--- src/rtl/conv_sched_pkg.sv ---
// Shared types and helpers for the convolution window scheduler.
// Optional ReLU on written results is enabled by defining CONV_SCHED_RELU_EN.
package conv_sched_pkg;

    typedef enum logic [1:0] {
        IDLE,
        RUN,
        DRAIN,
        DONE
    } state_e;

    localparam int ERR_SPUR = 0;
    localparam int ERR_TMO  = 1;

    function automatic int out_dim(input int img_w, input int ker);
        return img_w - ker + 1;
    endfunction

    function automatic int clog2(input int v);
        int r;
        r = 0;
        for (int i = 0; i < 32; i++) begin
            if ((1 << r) < v) r = r + 1;
        end
        return r;
    endfunction

endpackage

--- src/rtl/conv_pos_cnt.sv ---
// Nested column/row/filter position counters for window issue order.
// Column is innermost, filter outermost; last_o flags the final window.
module conv_pos_cnt
    import conv_sched_pkg::*;
#(
    parameter int OUT_DIM  = 22,
    parameter int NUM_FILT = 4
) (
    input  logic       clk,
    input  logic       rst_n,
    input  logic       clr_i,
    input  logic       adv_i,
    output logic [7:0] col_o,
    output logic [7:0] row_o,
    output logic [7:0] filt_o,
    output logic       last_o
);

    logic [7:0] col_q, col_d;
    logic [7:0] row_q, row_d;
    logic [7:0] filt_q, filt_d;
    logic       col_end, row_end, filt_end;

    assign col_end  = (col_q == 8'(OUT_DIM - 1));
    assign row_end  = (row_q == 8'(OUT_DIM - 1));
    assign filt_end = (filt_q == 8'(NUM_FILT - 1));
    assign last_o   = col_end && row_end && filt_end;

    always_comb begin
        col_d  = col_q;
        row_d  = row_q;
        filt_d = filt_q;
        if (clr_i) begin
            col_d  = '0;
            row_d  = '0;
            filt_d = '0;
        end else if (adv_i) begin
            col_d = col_end ? 8'd0 : col_q + 8'd1;
            if (col_end) begin
                row_d = row_end ? 8'd0 : row_q + 8'd1;
                if (row_end) filt_d = filt_end ? 8'd0 : filt_q + 8'd1;
            end
        end
    end

    always_ff @(posedge clk or negedge rst_n) begin
        if (!rst_n) begin
            col_q  <= '0;
            row_q  <= '0;
            filt_q <= '0;
        end else begin
            col_q  <= col_d;
            row_q  <= row_d;
            filt_q <= filt_d;
        end
    end

    assign col_o  = col_q;
    assign row_o  = row_q;
    assign filt_o = filt_q;

endmodule

--- src/rtl/conv_win_sched.sv ---
// Window issue sequencer and result writer for the 7x7 convolution core.
// Define CONV_SCHED_RELU_EN to clamp negative results to zero on write.
module conv_win_sched
    import conv_sched_pkg::*;
#(
    parameter int IMG_W    = 28,
    parameter int KER      = 7,
    parameter int NUM_FILT = 4,
    parameter int LAT      = 10,
    parameter int ADDR_W   = 16
) (
    input  logic              clk,
    input  logic              rst_n,
    input  logic              start,
    output logic              busy,
    output logic              done,
    output logic [7:0]        win_row,
    output logic [7:0]        win_col,
    output logic [7:0]        filt_sel,
    input  logic              win_rdy,
    output logic              core_enable,
    input  logic              core_valid,
    input  logic [15:0]       core_out,
    output logic              res_we,
    output logic [ADDR_W-1:0] res_addr,
    output logic [15:0]       res_data,
    output logic [1:0]        err
);

    localparam int OUT_DIM = out_dim(IMG_W, KER);
    localparam int CW      = clog2(LAT + 2);
    localparam int DW      = CW + 1;
    localparam logic [DW-1:0] TMO_CNT = DW'(LAT + 1);

    state_e            state_q, state_d;
    logic [CW-1:0]     out_q, out_d;
    logic [DW-1:0]     dcnt_q, dcnt_d;
    logic [ADDR_W-1:0] wcnt_q, wcnt_d;
    logic [1:0]        err_q, err_d;
    logic              we_q;
    logic [ADDR_W-1:0] addr_q;
    logic [15:0]       data_q;
    logic [15:0]       wdata;
    logic              issue, accept, clr, last;

    assign issue  = (state_q == RUN) && win_rdy;
    assign accept = core_valid && (out_q != '0);
    assign clr    = (state_q == IDLE) && start;

    conv_pos_cnt #(
        .OUT_DIM (OUT_DIM),
        .NUM_FILT(NUM_FILT)
    ) u_pos (
        .clk   (clk),
        .rst_n (rst_n),
        .clr_i (clr),
        .adv_i (issue),
        .col_o (win_col),
        .row_o (win_row),
        .filt_o(filt_sel),
        .last_o(last)
    );

`ifdef CONV_SCHED_RELU_EN
    assign wdata = core_out[15] ? 16'h0000 : core_out;
`else
    assign wdata = core_out;
`endif

    always_comb begin
        state_d = state_q;
        out_d   = out_q;
        dcnt_d  = dcnt_q;
        wcnt_d  = wcnt_q;
        err_d   = err_q;
        if (issue && !accept) out_d = out_q + CW'(1);
        else if (!issue && accept) out_d = out_q - CW'(1);
        if (core_valid && !accept) err_d[ERR_SPUR] = 1'b1;
        if (accept) wcnt_d = wcnt_q + ADDR_W'(1);
        unique case (state_q)
            IDLE: begin
                if (start) begin
                    state_d = RUN;
                    err_d   = '0;
                    out_d   = '0;
                    wcnt_d  = '0;
                end
            end
            RUN: begin
                dcnt_d = DW'(1);
                if (issue && last) state_d = DRAIN;
            end
            DRAIN: begin
                dcnt_d = core_valid ? DW'(1) : dcnt_q + DW'(1);
                if (out_q == '0) begin
                    state_d = DONE;
                end else if (!core_valid && dcnt_q == TMO_CNT) begin
                    // a result never arrived: give up rather than hang the layer
                    err_d[ERR_TMO] = 1'b1;
                    state_d        = DONE;
                end
            end
            DONE: begin
                state_d = IDLE;
                out_d   = '0;
            end
        endcase
    end

    always_ff @(posedge clk or negedge rst_n) begin
        if (!rst_n) begin
            state_q <= IDLE;
            out_q   <= '0;
            dcnt_q  <= '0;
            wcnt_q  <= '0;
            err_q   <= '0;
            we_q    <= 1'b0;
            addr_q  <= '0;
            data_q  <= '0;
        end else begin
            state_q <= state_d;
            out_q   <= out_d;
            dcnt_q  <= dcnt_d;
            wcnt_q  <= wcnt_d;
            err_q   <= err_d;
            we_q    <= accept;
            if (accept) begin
                addr_q <= wcnt_q;
                data_q <= wdata;
            end
        end
    end

    assign busy        = (state_q == RUN) || (state_q == DRAIN);
    assign done        = (state_q == DONE);
    assign core_enable = issue;
    assign res_we      = we_q;
    assign res_addr    = addr_q;
    assign res_data    = data_q;
    assign err         = err_q;

endmodule

--- config.mk ---
export PLATFORM = sky130hd
export DESIGN_NAME = conv_win_sched
export DESIGN_NICKNAME = d
export VERILOG_FILES = /design/src/rtl/conv_sched_pkg.sv /design/src/rtl/conv_pos_cnt.sv /design/src/rtl/conv_win_sched.sv
export SDC_FILE = /design/constraint.sdc
export NUM_CORES = 1
export LEC_CHECK = 0
export ABC_AREA = 1
export CORE_MARGIN = 3
export CORE_UTILIZATION = 50
export CTS_CLUSTER_SIZE = 12
export DETAILED_ROUTE_END_ITERATION = 10
export PLACE_DENSITY = 0.83
export SETUP_SLACK_MARGIN = 0.1
export SLEW_MARGIN = 15
export SYNTH_ARGS = -nofsm -noshare
export SYNTH_HDL_FRONTEND = slang
export SYNTH_SLANG_ARGS = --single-unit
export TNS_END_PERCENT = 10
--- constraint.sdc ---
create_clock -name clk -period 1.9 [get_ports clk]
set_input_delay 0.475 -clock clk [delete_from_list [all_inputs] [get_ports clk]]
set_output_delay 0.475 -clock clk [all_outputs]
set_load 0.05 [all_outputs]
After elaboration in Yosys (flattened, before gate mapping)
Cells that the tools add are included.

operators by class
  mux-type cells = 32
  reduce and logical (&&, ||, !) cells = 26
  equal/unequal tests = 12
  add/sub/neg operators = 7

operator list
  operator                                        count
  2-to-1 mux 8 bit                                12
  2-to-1 mux 16 bit                               3
  adder 8 x 1 -> 8 bit (second input constant)    3
  adder 16 x 1 -> 16 bit (second input constant)  1
  == test 8 x 5 -> 1 bit (second input constant)  2
  2-to-1 mux 4 bit                                3
  logical AND 1 bit                               10
  2-to-1 mux 2 bit                                5
  case mux 5 bit (2 select lines)                 1
  nonzero test 2 bit                              5
  == test 8 x 2 -> 1 bit (second input constant)  1
  case mux 2 bit (4 select lines)                 1
  case mux 4 bit (2 select lines)                 1
  inequality test 2 bit (second input constant)   3
  AND reduction 3 bit                             2
  adder 5 x 1 -> 5 bit (second input constant)    1
  == test 5 x 4 -> 1 bit (second input constant)  1
  2-to-1 mux 5 bit                                1
  adder 4 x 1 -> 4 bit (second input constant)    1
  == test 2 bit (second input constant)           2
  zero test 4 bit                                 1
  2-to-1 mux 1 bit                                4
  AND reduction 4 bit                             1
  nonzero test 4 bit                              1
  9 further kinds                                 11

word-level totals
  flip-flop bits (word level) = 86
  logic and storage cells = 89
  output and inout bits = 62

Depth between registers and ports, before layout
Gate-level depths: netlist (run 1).

  depth after elaboration = 8
  mapped depth = 11

Modules after synthesis
Synthesis (run 1) repeated with hierarchy kept, for this count alone.

unflattened totals
  cells, all modules = 577
  area total of the unflattened synthesis = 4588.2 um2

modules (own cells, without submodules)
  module          area each (um2)  instances  cells each  seq. area each (um2)
  conv_win_sched  2996.6           1          352         1551.5
  conv_pos_cnt    1591.5           1          225         600.6

Worst setup path after synthesis (run 1)
OpenSTA, ideal clock, no wires.

  kind = register to register
  from = register u_pos.col_q[0], in the netlist u_pos.col_o[0]
  to = register u_pos.filt_q[2], in the netlist u_pos.filt_o[2]
  setup time = 0.120 ns
  period minus slack after synthesis = 1.778 ns
  stages on the path, launching flop included = 10
  slack = 0.122 ns
  arrival time = 1.658 ns
  cells stage by stage = dfrtp_1 ha_1 nand2_1 nor2_1 nand2_2 o21ai_4 nand2_2 buf_6 nand2_1 o21ai_2

between the ends
  longest elaborated chain between the ends = 3

RTL lines
  what                           RTL line            source
  from (decl)                    conv_pos_cnt.sv:19  logic [7:0] col_q, col_d;
  from (signal assigned)         conv_pos_cnt.sv:52  col_q <= col_d;
  == test 8 x 5 -> 1 bit         conv_pos_cnt.sv:24  assign col_end = (col_q == 8'(OUT_DIM - 1));
  nonzero test 2 bit (no line)   n/a
  AND reduction 3 bit (no line)  n/a
  to (signal assigned)           conv_pos_cnt.sv:54  filt_q <= filt_d;
  to (decl)                      conv_pos_cnt.sv:21  logic [7:0] filt_q, filt_d;

Every way passes these cells.
A chain may end at the register's enable or synchronous reset.

Worst setup path after layout (run 1)
  from = register state_q[1]
  to = output port core_enable

between the ends
  longest elaborated chain between the ends = 2

RTL lines
  what                    RTL line               source
  from (decl)             conv_win_sched.sv:35   state_e state_q, state_d;
  from (signal assigned)  conv_win_sched.sv:121  state_q <= state_d;
  == test 2 x 1 -> 1 bit  conv_win_sched.sv:46   assign issue = (state_q == RUN) && win_rdy;
  logical AND 1 bit       conv_win_sched.sv:46
  to (decl)               conv_win_sched.sv:21   output logic core_enable,

Every way passes these cells.

==> run summary, run 1 <==
=================================================================================
Status                                                                  completed
Critical Path Sink Type                                              primary output
Total congestion overflow                                                       0
Fin. Hold Viols                                                                 0
Estimated wirelength of the detail-placed design                          7.10 mm
Global Route met3 Usage                                                     3.79%
Number of cell instances on the worst register-to-register path                11
Area contributors post-synth                                         sky130_fd_sc_hd__dfrtp_1, sky130_fd_sc_hd__nand2_1, sky130_fd_sc_hd__inv_1
Number of standard cells after synthesis                                      547
First-pass GRT wire length                                                17.1 mm
Post-layout util                                                            66.6%
Total routed wirelength                                                   9.90 mm
Post-route DRC violation count                                                  0
Effective utilization at floorplan                                          52.3%
Critical Path Source Type                                                    flop
Area growth, synth to finish                                                27.2%
Cell area after placement                                                5270 µm²
Leakage power figure                                                      2.86 nW
Horiz. Die Dim                                                            99.7 µm
Pins Over Slew Limit                                                            0
Number of warnings printed during yosys synthesis                               0
Mean Syn Cell Area                                                       8.02 µm²
Number of detailed-routing iterations run before antenna repair                 5
Number of nets at the end of the flow                                         683
Global route hottest layer                                                   met2
Setup repair after global routing missed its margin                          true
Largest net degree at the start of global routing                              46
Diodes inserted                                                                 0
Worst-path fanout max                                                           3
RD Place Congestion                                                         0.899
Overall routing resource usage                                              20.6%
Part of the Yosys area used for sequential elements                         49.1%
Category of the critical setup timing path                             reg -> out
Clk buf depth                                                                   2
Number of register bits inferred by synthesis                                  86
Distinct cell type count after synthesis                                       34
Power per unit of standard cell area                                  1630 nW/µm²
Worst Hold Class                                                      in -> async
Number of failing setup endpoints in the final timing report                    0
Initial DRC count                                                             172
Endpoint required time on the critical path                               1.42 ns
Row cnt                                                                        33
Setup Skew                                                             0.00855 ns
Buffer cell driving the clock tree root                              sky130_fd_sc_hd__clkbuf_8
Io pins                                                                        83
Met2 GRT Util                                                               33.0%
Most frequent cells after synthesis                                  sky130_fd_sc_hd__nand2_1, sky130_fd_sc_hd__dfrtp_1, sky130_fd_sc_hd__inv_1, sky130_fd_sc_hd__nor2_1, sky130_fd_sc_hd__nand3_1
Antenna violations before repair                                                0
CORE AREA                                                                8380 µm²
Max-Slew Margin vs Limit                                                    74.7%
Clock-pin slew on the worst setup and hold paths                          0.09 ns
Number of port buffers                                                         82
Fraction of layout instances using a drive strength above 1                 19.9%
Slew at the pin closest to its max-slew limit                            0.380 ns
Peak supply drop                                                        0.00163 V
Die outline height                                                        99.7 µm
Top-area cell type share of the netlist area                                49.1%
Clock latency on the worst-skew pair                                      0.35 ns
TritonCTS clock tree                                                        built
Number of buffers inserted during clock tree synthesis                          9
Maximum level of the CTS H-tree                                                 3
Final Cycle Share                                                           94.0%
Summed area of non-filler cells in the final layout                      5580 µm²
Share of synthesized flip-flops with an asynchronous set or reset            100%
WL/cell                                                                   13.1 µm
EDFF count, synth                                                               0
Via count of the first global-routing pass                                   3791
Layout fillers                                                                691
Post-layout minimum cycle time                                            1.79 ns
Number of nets with antenna violations after routing                            0
Most instantiated flip-flop cell in the synthesis netlist            sky130_fd_sc_hd__dfrtp_1
Library cell occupying the most area in the post-synthesis netlist   sky130_fd_sc_hd__dfrtp_1
Global-route met1 utilization                                               28.1%
Data arrival time of the critical path                                    1.31 ns
Detailed-route vias per instance                                             5.19
# clock sinks                                                                  86
MaxCap Viol Count                                                               0
Fmax achieved                                                             560 MHz
Syn Std Cell Area                                                        4390 µm²
Total vias in the final route                                                3933
Full die area                                                            9930 µm²
Dominant cell by count in the synthesized netlist                    sky130_fd_sc_hd__nand2_1
Syn Nets                                                                      582
=================================================================================
[layout by cell type (no fill, tap or decap), types with 2 or more instances in the layout]
cell                                n
sky130_fd_sc_hd__o21a_1             3
sky130_fd_sc_hd__or2_2              2
sky130_fd_sc_hd__nor2_2             4
sky130_fd_sc_hd__clkinv_4           2
sky130_fd_sc_hd__ha_2               2
sky130_fd_sc_hd__a31oi_1            2
sky130_fd_sc_hd__nand2_1          171
sky130_fd_sc_hd__inv_1             53
sky130_fd_sc_hd__nand3_1           39
sky130_fd_sc_hd__nand4_1           11
sky130_fd_sc_hd__nor3_1            12
sky130_fd_sc_hd__clkbuf_8          10
sky130_fd_sc_hd__nor2_4             2
sky130_fd_sc_hd__buf_4             77
sky130_fd_sc_hd__o22ai_1            2
sky130_fd_sc_hd__buf_12             6
sky130_fd_sc_hd__clkdlybuf4s50_1   19
sky130_fd_sc_hd__ha_1              11
sky130_fd_sc_hd__xor2_1             7
sky130_fd_sc_hd__nand2_2            6
sky130_fd_sc_hd__bufinv_16          2
sky130_fd_sc_hd__dfrtp_1           86
sky130_fd_sc_hd__nor2_1            55
sky130_fd_sc_hd__a21oi_1           17
sky130_fd_sc_hd__o21ai_0           27
sky130_fd_sc_hd__inv_2              4
sky130_fd_sc_hd__mux2i_1            2
sky130_fd_sc_hd__nand3_2            2
sky130_fd_sc_hd__o21ai_2            4
[per-stage QoR]
step | worst slack [ns] | hold WS, ns | instances | total power [mW] | setup TNS [ns]
2_1_floorplan | 0.122 | 0.179 | 547 | 6.05 | 0
3_3_place_gp | 0.00643 | 0.424 | 734 | 7.36 | 0
3_5_place_dp | -0.0163 | 0.427 | 734 | 7.49 | -0.0321
4_1_cts | 0.0802 | 0.0347 | 755 | 9.08 | 0
5_1_grt | 0.0478 | 0.0470 | 758 | 9.69 | 0
6_report | 0.114 | 0.0338 | 758 | 9.11 | 0
[sequential cells by signal (all words and copies together), names as in the netlist, 4 cells and up]
signal        flops
out_q             4
wcnt_q           16
u_pos.row_o       8
res_data         16
res_addr         16
u_pos.col_o       8
dcnt_q            5
u_pos.filt_o      8
[power by group]
| group | leakage (nW) | switching, mW | internal (mW) |
|---|---|---|---|
| Sequential | 1.13 | 0.475 | 2.33 |
| Combinational | 1.61 | 3.23 | 1.63 |
| Clock | 0.113 | 0.660 | 0.780 |
[final timing paths]
path | slack, ns | end | start
min in group clk | 0.48 | res_addr[9] | res_addr[9]
worst max register to register | 0.19 | out_q[0] | state_q[1]
worst min-delay path | 0.03 | wcnt_q[10] | rst_n
max in group asynchronous | 1.36 | res_addr[2] | rst_n
worst max-delay path | 0.11 | core_enable | state_q[1]
worst min register to register | 0.48 | res_addr[9] | res_addr[9]
[logic make-up (layout without fill, tap and decap cells)]
group,count (synthesis),after routing,share of synthesized area (%)
compound gates,58,58,7.56
xor+xnor,8,8,1.60
fa+ha+maj,14,14,3.99
buf+inv,70,176,6.87
flops,86,86,49.1
mux,2,2,0.456
simple gates,309,309,30.5
[worst max-delay path: stages, from the launching register on]
cell and delay, ns:
sky130_fd_sc_hd__dfrtp_1 0.40, sky130_fd_sc_hd__inv_2 0.09, sky130_fd_sc_hd__ha_2 0.19, sky130_fd_sc_hd__nand2_2 0.07
sky130_fd_sc_hd__inv_2 0.08, sky130_fd_sc_hd__buf_12 0.13
[final cells by class]
class | count | area, µm² | share of cell area [%]
Clock buffer | 11 | 141 | 2.53
Clock inverter | 5 | 82.6 | 1.48
Inverter | 57 | 214 | 3.83
Multi-Input combinational cell | 391 | 1960 | 35.1
Sequential cell | 86 | 2150 | 38.6
Tap cell | 105 | 131 | 2.35
Timing Repair Buffer | 103 | 900 | 16.1
[routing by layer]
layer	wire, µm	vias up
li1	-	1948
met1	4550	1842
met2	4550	131
met3	680	12
met4	116	0
met5	0	-
[what timing repair did]
action	in CTS	in global routing
setup buffers	5	3
gates resized for setup	6	3
endpoints found under the setup margin	2	28
pin swaps	1	1
hold buffers	0	0
No activity file was read; power rests on OpenSTA's default activity.
==> run 2, diff against run 1 <==
CORE_MARGIN = not set   (was 3)
==> run 2 against run 1 <==
Net effect: utilization barely moved; cell count decreased by 0.40%; final area down 0.47%; via count is 1.1% lower; register-to-register slack is essentially flat; power is 1.2% lower; flip-flop and latch count unchanged; critical path depth unchanged; setup slack worse by 0.015 ns; largest cell class unchanged.
==> run summary, run 2 (synthesis gave the netlist of run 1 again) <==
==============================================================================
Status                                                               completed
Total vias in the final route                                             3890
Worst-path fanout max                                                        3
Slew at the pin closest to its max-slew limit                         0.360 ns
Number of buffers inserted during clock tree synthesis                       9
Fraction of layout instances using a drive strength above 1              19.4%
Fin. Hold Viols                                                              0
Antenna violations before repair                                             0
Number of nets at the end of the flow                                      680
Initial DRC count                                                          124
Power per unit of standard cell area                               1620 nW/µm²
Via count of the first global-routing pass                                3706
Category of the critical setup timing path                          reg -> out
Detailed-route vias per instance                                          5.15
Pins Over Slew Limit                                                         0
WL/cell                                                                13.0 µm
Leakage power figure                                                   2.84 nW
Io pins                                                                     83
Total congestion overflow                                                    0
Clock latency on the worst-skew pair                                   0.35 ns
Effective utilization at floorplan                                       52.6%
Peak supply drop                                                     0.00128 V
# clock sinks                                                               86
Worst Hold Class                                                    reg -> reg
Horiz. Die Dim                                                         95.7 µm
Number of nets with antenna violations after routing                         0
Full die area                                                         9150 µm²
Final Non-Filler Cells                                                     755
Endpoint required time on the critical path                            1.42 ns
Leading cell types in the layout, fill and taps excluded          sky130_fd_sc_hd__nand2_1, sky130_fd_sc_hd__dfrtp_1, sky130_fd_sc_hd__buf_4
TritonCTS clock tree                                                     built
Setup repair after global routing missed its margin                       true
Number of port buffers                                                      82
Post-route DRC violation count                                               0
Tightest hold margin                                                  0.486 ns
Post-layout minimum cycle time                                         1.80 ns
Total routed wirelength                                                9.83 mm
Max-Slew Margin vs Limit                                                 75.9%
Data arrival time of the critical path                                 1.33 ns
Largest net degree at the start of global routing                           46
Number of failing setup endpoints in the final timing report                 0
Most common cell after layout, fill and taps aside                sky130_fd_sc_hd__nand2_1
Area growth, synth to finish                                             26.6%
Setup Skew                                                           0.0124 ns
DP Cell Count                                                              734
Overall routing resource usage                                           22.8%
Clock-pin slew on the worst setup and hold paths                       0.09 ns
RD Place Congestion                                                      0.902
Die outline height                                                     95.7 µm
Final Cycle Share                                                        94.8%
Critical Path Source Type                                                 flop
MaxCap Viol Count                                                            0
Critical Path Sink Type                                           primary output
Maximum level of the CTS H-tree                                              3
Number of detailed-routing iterations run before antenna repair              4
Estimated wirelength of the detail-placed design                       7.15 mm
Clk buf depth                                                                2
CORE AREA                                                             8340 µm²
Diodes inserted                                                              0
First-pass GRT wire length                                             16.3 mm
Fmax achieved                                                          555 MHz
Buffer cell driving the clock tree root                           sky130_fd_sc_hd__clkbuf_8
Row cnt                                                                     33
==============================================================================
## run 2: worst max-delay path: stages, from the launching register on
cell	delay [ns]
sky130_fd_sc_hd__dfrtp_1	0.41
sky130_fd_sc_hd__buf_4	0.15
sky130_fd_sc_hd__ha_4	0.16
sky130_fd_sc_hd__nand2_4	0.06
sky130_fd_sc_hd__inv_2	0.06
sky130_fd_sc_hd__buf_12	0.14
## run 2: cell type report
type / instances / area, µm²
inverters: 57 / 214
fillers: 701 / 2790
flip-flops and latches: 86 / 2150
multi-input cells: 391 / 1980
repair buffers: 100 / 863
clock buffers: 10 / 128
clock inverters: 6 / 86.3
well taps: 105 / 131
## run 2: path summary, 6_finish.rpt
path                              from        endpoint  slack [ns]  depth (start not counted)
setup reg to reg            state_q[0]        out_q[2]        0.19                         10
hold reg to reg            res_addr[6]     res_addr[6]        0.49                          2
min in group asynchronous        rst_n     res_addr[8]        0.54                          2
hold / removal             res_addr[6]     res_addr[6]        0.49                          2
max in group asynchronous        rst_n  u_pos.col_o[7]        0.76                          3
setup / recovery            state_q[0]     core_enable         0.1                          5
## run 2: layer usage
| metal | track usage [%] | vias up | part of all wire, % | wire, µm |
|---|---|---|---|---|
| met4 | 7.59 | 0 | 0.97 | 95 |
| met2 | 39.3 | 107 | 47 | 4660 |
| met1 | 29.1 | 1827 | 46 | 4490 |
| met5 | 0 | - | 0 | 0 |
| met3 | 3.67 | 10 | 6.0 | 590 |
| li1 | - | 1946 | - | - |
## run 2: metrics by stage
step / setup TNS, ns / setup slack, ns / cell area, µm² / power, mW / util, %
6_report: 0 / 0.0993 / 5550 / 9.00 / 66.6
5_1_grt: 0 / 0.0546 / 5550 / 9.59 / 66.6
3_5_place_dp: -0.166 / -0.0579 / 5250 / 7.49 / 63.0
2_1_floorplan: 0 / 0.122 / 4390 / 6.05 / -
3_3_place_gp: -0.0972 / -0.0298 / 5250 / 7.34 / 63.0
4_1_cts: 0 / 0.0670 / 5510 / 8.99 / 66.1
## run 2: repair_timing
item / in CTS / in global routing
setup buffers: 3 / 1
hold endpoints to repair: 12 / 0
endpoints found under the setup margin: 2 / 27
hold buffers: 1 / 0
gates resized for setup: 4 / 7
## run 2: report_power, final
part / switching (mW) / total, mW / internal (mW) / leakage, nW
Sequential: 0.471 / 2.80 / 2.33 / 1.13
Combinational: 3.22 / 4.81 / 1.59 / 1.60
Clock: 0.647 / 1.39 / 0.739 / 0.106
Total: 4.34 / 9.00 / 4.66 / 2.84
==> run 3, diff against run 2 <==
CAP_MARGIN = 25   (was not set)
PLACE_DENSITY = 0.81   (was 0.83)
==> run 3 against run 2 <==
Net effect: die area did not move; wire length down 3.1%; utilization is 0.47 points lower; critical path type unchanged.
==> run summary, run 3 (synthesis gave the netlist of run 1 again) <==
==============================================================================
Diodes inserted                                                              0
Full die area                                                         9150 µm²
Quantity of hold-fixing buffers added after cts                              0
Status                                                               completed
Estimated wirelength of the detail-placed design                       6.81 mm
Maximum level of the CTS H-tree                                              3
Most common cell after layout, fill and taps aside                sky130_fd_sc_hd__nand2_1
Slew at the pin closest to its max-slew limit                         0.435 ns
Effective utilization at floorplan                                       52.6%
# clock sinks                                                               86
Buffer cell driving the clock tree root                           sky130_fd_sc_hd__clkbuf_8
Critical Path Source Type                                                 flop
CORE AREA                                                             8340 µm²
Total routed wirelength                                                9.52 mm
Peak supply drop                                                     0.00114 V
Critical Path Sink Type                                           primary output
Setup Skew                                                           0.0122 ns
Data arrival time of the critical path                                 1.30 ns
Final Cycle Share                                                        93.6%
Clk buf depth                                                                2
Largest net degree at the start of global routing                           46
Initial DRC count                                                          152
Max-Slew Margin vs Limit                                                 71.0%
Final Non-Filler Cells                                                     755
Clock latency on the worst-skew pair                                   0.35 ns
Antenna violations before repair                                             0
Leakage power figure                                                   2.80 nW
Via count of the first global-routing pass                                3571
Post-layout minimum cycle time                                         1.78 ns
Clock-pin slew on the worst setup and hold paths                       0.09 ns
Worst setup margin                                                    0.122 ns
Overall routing resource usage                                           21.9%
Number of failing setup endpoints in the final timing report                 0
Setup repair after global routing missed its margin                       true
First-pass GRT wire length                                             15.6 mm
Fin. Hold Viols                                                              0
Detailed-route vias per instance                                          5.16
Endpoint required time on the critical path                            1.42 ns
Worst-path fanout max                                                        3
TritonCTS clock tree                                                     built
MaxCap Viol Count                                                            0
Total congestion overflow                                                    0
Cell breakdown of the critical path                               inv_2 > ha_4 > nand2_4 > inv_4 > buf_12
Number of port buffers                                                      82
Pins Over Slew Limit                                                         0
Post-route DRC violation count                                               0
Row cnt                                                                     33
WL/cell                                                                12.6 µm
Io pins                                                                     83
Leading cell types in the layout, fill and taps excluded          sky130_fd_sc_hd__nand2_1, sky130_fd_sc_hd__dfrtp_1, sky130_fd_sc_hd__buf_4
Die outline height                                                     95.7 µm
Tightest hold margin                                                 0.0573 ns
Max stage delay on crit path                                           0.41 ns
Worst setup slack after placement                                  -0.00458 ns
Number of nets with antenna violations after routing                         0
RD Place Congestion                                                      0.916
Number of nets at the end of the flow                                      681
DP Cell Count                                                              734
Area growth, synth to finish                                             25.7%
Fmax achieved                                                          562 MHz
Total vias in the final route                                             3895
Category of the critical setup timing path                          reg -> out
Horiz. Die Dim                                                         95.7 µm
Number of detailed-routing iterations run before antenna repair              5
Fraction of layout instances using a drive strength above 1              20.3%
Worst Hold Class                                                   in -> async
Cell at the slowest stage of the critical path                    sky130_fd_sc_hd__dfrtp_1
Number of buffers inserted during clock tree synthesis                       9
Post-layout util                                                         66.1%
Power per unit of standard cell area                               1590 nW/µm²
==============================================================================
[run 3: timing repair]
item                                   CTS  global route
setup endpoints to repair                3            28
buffers inserted                         4             2
pin swaps                                1             1
resized for setup                        6            10
endpoints found under the hold margin    0             0
[run 3: report_power, final]
part / internal [mW] / switching (mW) / leakage, nW / total (mW)
logic: 1.61 / 3.22 / 1.60 / 4.84
registers: 2.33 / 0.475 / 1.13 / 2.81
clock network: 0.470 / 0.643 / 0.0783 / 1.11
[run 3: critical path, delay by kind of cell, from the launching register on]
family	cells	cell delay (ns)
DFF	1	0.41
buffers and inverters	3	0.31
adders and majority gates	1	0.17
and+or+nand+nor	1	0.06
[run 3: path summary, 6_finish.rpt]
kind	start	end	slack [ns]	cells after the start
max	state_q[1]	core_enable	0.12	5
min	rst_n	res_addr[13]	0.06	1
max reg2reg	out_q[0]	res_data[11]	0.20	8
min reg2reg	res_addr[3]	res_addr[3]	0.48	2
max in group asynchronous	rst_n	state_q[0]	1.23	2
min in group clk	res_addr[3]	res_addr[3]	0.48	2
[run 3: layout make-up]
type | count | area [µm²]
clock buffers | 10 | 128
repair buffers | 101 | 868
clock inverters | 5 | 37.5
well taps | 105 | 131
flip-flops and latches | 86 | 2150
inverters | 57 | 220
fillers | 710 | 2830
multi-input cells | 391 | 1980
[run 3: per-layer routing]
layer	part of all wire, %	wire [µm]	track usage (%)
met2	47	4460	37.1
met4	0.97	92	7.96
met5	0	0	0
met1	46	4340	28.1
met3	6.7	634	3.59
[run 3: stage by stage]
step | setup TNS, ns | area (µm²) | power (mW)
global route | 0 | 5510 | 9.38
global placement | 0 | 5250 | 7.35
finish | 0 | 5510 | 8.76
detailed placement | -0.00458 | 5250 | 7.47
floorplan | 0 | 4390 | 6.05
CTS | 0 | 5470 | 8.72
